### src/rtl/cache_bus_arbiter.sv
// Arbiter for the shared sram-like memory bus between the I-cache and D-cache miss ports.
// Optional round-robin arbitration on simultaneous requests when ARB_ROUND_ROBIN_EN is defined.
module cache_bus_arbiter #(
  parameter int unsigned I_STARVE_MAX = 4
) (
  input  logic        clk,
  input  logic        rst,
  input  logic        i_req,
  input  logic [31:0] i_addr,
  output logic [31:0] i_rdata,
  output logic        i_addr_ok,
  output logic        i_data_ok,
  input  logic        d_req,
  input  logic        d_wr,
  input  logic [1:0]  d_size,
  input  logic [31:0] d_addr,
  input  logic [31:0] d_wdata,
  output logic [31:0] d_rdata,
  output logic        d_addr_ok,
  output logic        d_data_ok,
  output logic        bus_req,
  output logic        bus_wr,
  output logic [1:0]  bus_size,
  output logic [31:0] bus_addr,
  output logic [31:0] bus_wdata,
  input  logic [31:0] bus_rdata,
  input  logic        bus_addr_ok,
  input  logic        bus_data_ok
);

  localparam int unsigned CNT_W = 4;

  typedef enum logic [1:0] {
    IDLE    = 2'd0,
    GRANT_I = 2'd1,
    GRANT_D = 2'd2
  } state_t;

  state_t state;
  logic   addr_sent;
  logic   own_i;
  logic   own_d;
  logic   owner_req;
  logic   addr_hs;
  logic   data_hs;
  logic   pick_i;

`ifdef ARB_ROUND_ROBIN_EN
  logic last_grant;  // 0 = D won last, 1 = I won last

  assign pick_i = i_req & (~d_req | ~last_grant);
`else
  logic [CNT_W-1:0] starve_cnt;

  assign pick_i = i_req & (~d_req | (starve_cnt == CNT_W'(I_STARVE_MAX)));
`endif

  assign own_i     = (state == GRANT_I);
  assign own_d     = (state == GRANT_D);
  assign owner_req = (own_i & i_req) | (own_d & d_req);

  // Bus side: owner fields muxed straight through; I is always a word read.
  assign bus_req   = owner_req & ~addr_sent & ~rst;
  assign bus_wr    = own_d & d_wr;
  assign bus_size  = own_d ? d_size : 2'b10;
  assign bus_addr  = own_d ? d_addr : i_addr;
  assign bus_wdata = own_d ? d_wdata : 32'h0;

  // Reset gates the handshakes so an in-flight response never leaks to a cache.
  assign addr_hs = bus_req & bus_addr_ok;
  assign data_hs = addr_sent & bus_data_ok & ~rst;

  assign i_addr_ok = own_i & addr_hs;
  assign d_addr_ok = own_d & addr_hs;
  assign i_data_ok = own_i & data_hs;
  assign d_data_ok = own_d & data_hs;
  assign i_rdata   = bus_rdata;
  assign d_rdata   = bus_rdata;

  always_ff @(posedge clk) begin
    if (rst) begin
      state     <= IDLE;
      addr_sent <= 1'b0;
`ifdef ARB_ROUND_ROBIN_EN
      last_grant <= 1'b0;
`else
      starve_cnt <= '0;
`endif
    end else begin
      case (state)
        IDLE: begin
          if (pick_i) begin
            state <= GRANT_I;
`ifdef ARB_ROUND_ROBIN_EN
            last_grant <= 1'b1;
`else
            starve_cnt <= '0;
`endif
          end else if (d_req) begin
            state <= GRANT_D;
`ifdef ARB_ROUND_ROBIN_EN
            last_grant <= 1'b0;
`else
            if (i_req && (starve_cnt != CNT_W'(I_STARVE_MAX)))
              starve_cnt <= starve_cnt + CNT_W'(1);
`endif
          end
        end
        default: begin
          // Once the address is out, the owner is held until data returns.
          if (data_hs) begin
            state     <= IDLE;
            addr_sent <= 1'b0;
          end else if (addr_hs) begin
            addr_sent <= 1'b1;
          end else if (!addr_sent && !owner_req) begin
            state <= IDLE;
          end
        end
      endcase
    end
  end

endmodule

### config.mk
export PLATFORM = sky130hd
export DESIGN_NAME = cache_bus_arbiter
export DESIGN_NICKNAME = d
export VERILOG_FILES = /design/src/rtl/cache_bus_arbiter.sv
export SDC_FILE = /design/constraint.sdc
export NUM_CORES = 1
export LEC_CHECK = 0
export ABC_AREA = 1
export CAP_MARGIN = 15
export CORE_AREA = 2 2 106 108
export DETAILED_ROUTE_END_ITERATION = 8
export DIE_AREA = 0 0 108 110
export GPL_ROUTABILITY_DRIVEN = 0
export REMOVE_ABC_BUFFERS = 1
export SLEW_MARGIN = 20
export SYNTH_ARGS = -nofsm -noshare
export SYNTH_HDL_FRONTEND = slang
export SYNTH_SLANG_ARGS = --single-unit
### constraint.sdc
create_clock -name clk -period 1.4 [get_ports clk]
set_clock_uncertainty 0.15 [all_clocks]
set_input_delay 0.35 -clock clk [delete_from_list [all_inputs] [get_ports clk]]
set_output_delay 0.35 -clock clk [all_outputs]
set_load 0.005 [all_outputs]
==> impl_metrics.env <==
export IMPL_status="complete, but fails checks"
export IMPL_violations="negative setup slack"
export IMPL_ys_flop_type="dfxtp_1"
export IMPL_ys_async_sr_fraction_pct=0
export IMPL_drc=0
export IMPL_die_x_um=108
export IMPL_core_area_um2=10700
export IMPL_maxCapViolCount=0
export IMPL_synth_edf_count=0
export IMPL_final_setup_viol_count=72
export IMPL_die_y_um=110
export IMPL_path_clk_slew_ns=0.04
export IMPL_synth_area_um2=1618
export IMPL_avgSynthCellArea_um2=5.219
export IMPL_critPathCaptureType="output pin"
export IMPL_antenna_found_initial=0
export IMPL_yosysTopAreaCell="buf_4"
export IMPL_clkSinkCount=7
export IMPL_syn_inst=310
export IMPL_area_growth_syn_to_layout_pct=139.2
export IMPL_start_util_pct=15.12
export IMPL_fin_nets=605
export IMPL_htreeDepth=1
export IMPL_critPathTopFamily="buffers and inverters"
export IMPL_portBuffers=176
export IMPL_reg2reg_depth=8
export IMPL_arrival_ns=1.35
export IMPL_antenna_cells=0
export IMPL_rsz0062_at_grt="true"
export IMPL_fillerInstances=1147
export IMPL_ys_warn_count=0
export IMPL_hp_class="input port to flop"
export IMPL_vias=2451
export IMPL_final_area_um2=3870
export IMPL_groute_usage_overall_pct=15.71
export IMPL_r2r_slack_ns=0.02
export IMPL_ys_seq_area_share_pct=8.662
export IMPL_grt_max_degree=12
export IMPL_finalWirelength_um=10370
export IMPL_cp_startpoint="state[0]$_SDFFE_PP0P_"
export IMPL_r2r_start="state[0]$_SDFFE_PP0P_"
export IMPL_worst_pin_slew_ns=0.1543
export IMPL_power_leakage_nw=1.972
export IMPL_drive_gt1_share_pct=46.45
export IMPL_slew_headroom_pct=89.61
export IMPL_finalSetupTns_ns=-26.58
export IMPL_min_period_over_period_pct=132.2
export IMPL_dpl_hpwl_um=7463
export IMPL_min_period_ns=1.851
export IMPL_cts_tree="built"
export IMPL_synth_top_area_share_pct=30.63
export IMPL_max_stage_delay_ns=0.32
export IMPL_required_ns=0.90
export IMPL_grt_overflow=0
export IMPL_r2r_end="starve_cnt[2]$_SDFFE_PP0P_"
export IMPL_critPathBufInv=5
export IMPL_synthTopCellsByCount="nand2_1 (113), buf_4 (66), nor2_1 (44)"
export IMPL_crit_path_frequent_cell="buf_12"
export IMPL_clkLatencyLatePin_ns=0.23
export IMPL_drt_iter0_markers=104
export IMPL_vias_per_cell=4.051
export IMPL_grt_pass1_vias=2336
export IMPL_peakVddDrop_mv=0.5492
export IMPL_slowest_stage="dfxtp_2"
export IMPL_synth_most_common_cell="nand2_1"
export IMPL_clockRootBuffer="clkbuf_8"
export IMPL_timing_fmax_ghz=0.5404
export IMPL_critPathMaxFanout=6
export IMPL_grt_pass1_wl_um=13830
export IMPL_cp_cell_sequence="inv_4 -> nand2_8 -> buf_12 -> buf_12 -> buf_16 -> nand2_2 -> nand2_1 -> buf_2"
export IMPL_drv_slew=0
export IMPL_ys_top_cells_by_area="buf_4 (31%), nand2_1 (26%), nor2_1 (10%)"
export IMPL_critPathLaunchType="flop"
export IMPL_total_power_mw=2.989
export IMPL_placed_cell_area_um2=3199
export IMPL_synth_seq_cells=7
export IMPL_rows=38
export IMPL_setup_worst_path_class="flop to output pin"
export IMPL_drtAntennaViolNets=0
export IMPL_worst_slack_ns=-0.4506
export IMPL_synth_cell_types=20
export IMPL_p_per_area_nw_per_um2=772.3
export IMPL_hold_viol=0
export IMPL_dr_pass1_iters=4
export IMPL_endpoint="bus_addr[27]"
export IMPL_wl_per_cell_um=17.14
export IMPL_numCtsBuffers=3
export IMPL_holdWs_ns=0.3156
export IMPL_path_depth=8
export IMPL_ctsLongestPathBuffers=2
export IMPL_io_pins=273
export IMPL_die_area_um2=11880
## tightest hold or removal path: cells and delay by family
family | cells | cell delay (ns)
buffers and inverters | 2 | 0.27
AO/OA/AOI/OAI | 1 | 0.03
## layer usage
metal	GRT usage, %	vias up	wire length [um]
met4	1.923	2	44
li1	-	1150	-
met1	18.63	1117	3942
met3	10.93	6	1677
met2	23.09	176	4633
met5	8.929	-	74
## what timing repair did
item                                   in CTS  in global routing
setup buffers                              18                  7
setup endpoints to repair                  78                 78
pin swaps                                  36                 13
gates cloned                               11                  0
gates resized for setup                   392                 60
hold buffers                                0                  0
endpoints found under the hold margin       0                  0
## cell families after synthesis
group	synth area share, %
and+or+nand+nor	42.61
buffers and inverters	43.93
AOI/OAI and AO/OA	2.707
DFF	8.662
adders and majority gates	1.547
xor gates and xnor gates	0.5415
## power by group
part	switching (mW)	total (mW)	internal (mW)
registers	0.0250	0.248	0.223
logic	1.04	2.46	1.41
clock network	0.0877	0.285	0.197
## layout by cell type, fill, tap and decap left out, types with 2 or more instances in the layout
cell | Yosys | routed
dlygate4sd2_1 | 0 | 2
ha_1 | 2 | 2
clkbuf_8 | 0 | 3
nand2_2 | 2 | 37
dfxtp_1 | 7 | 4
nor2_4 | 2 | 18
a21oi_2 | 1 | 2
nor2_2 | 0 | 9
nand2_1 | 113 | 65
nor2_1 | 44 | 19
buf_6 | 0 | 20
inv_4 | 1 | 3
nand3_1 | 7 | 5
inv_1 | 42 | 41
nand2_4 | 1 | 13
buf_16 | 0 | 10
buf_12 | 0 | 10
dfxtp_2 | 0 | 2
buf_2 | 8 | 65
clkdlybuf4s50_1 | 0 | 100
buf_4 | 66 | 16
a21oi_1 | 6 | 4
## how the worst min path moves through the flow
| stage | from | end | cells past startpoint |
|---|---|---|---|
| final | rst | starve_cnt[1]$_SDFFE_PP0P_ | 3 |
| after global routing | rst | starve_cnt[1]$_SDFFE_PP0P_ | 3 |
| after CTS | starve_cnt[3]$_SDFFE_PP0P_ | starve_cnt[3]$_SDFFE_PP0P_ | 3 |
| after detailed placement | starve_cnt[3]$_SDFFE_PP0P_ | starve_cnt[3]$_SDFFE_PP0P_ | 3 |
| after global placement | starve_cnt[3]$_SDFFE_PP0P_ | starve_cnt[3]$_SDFFE_PP0P_ | 3 |
| after floorplan | rst | starve_cnt[0]$_SDFFE_PP0P_ | 1 |
## per-stage QoR
stage	instances	util, %	worst slack, ns
6_report	605	36.18	-0.4506
5_1_grt	605	36.18	-0.5019
4_1_cts	602	34.05	-0.4775
3_5_place_dp	571	29.91	-0.9524
3_3_place_gp	571	29.91	-0.9373
2_1_floorplan	236	-	-0.7070
## flip-flops by register name, indices dropped and copies added (netlist names)
register and flops:
starve_cnt 4, state 2, addr_sent 1
## layout make-up
| class | count | area [um2] | share of cell area (%) |
|---|---|---|---|
| Timing Repair Buffer | 225 | 2180 | 56.32 |
| Inverter | 46 | 187.7 | 4.850 |
| Tap cell | 140 | 175.2 | 4.526 |
| Multi-Input combinational cell | 183 | 1136 | 29.36 |
| Sequential cell | 7 | 146.4 | 3.783 |
| Clock buffer | 4 | 45.04 | 1.164 |
(Power assumes the default switching activity.)
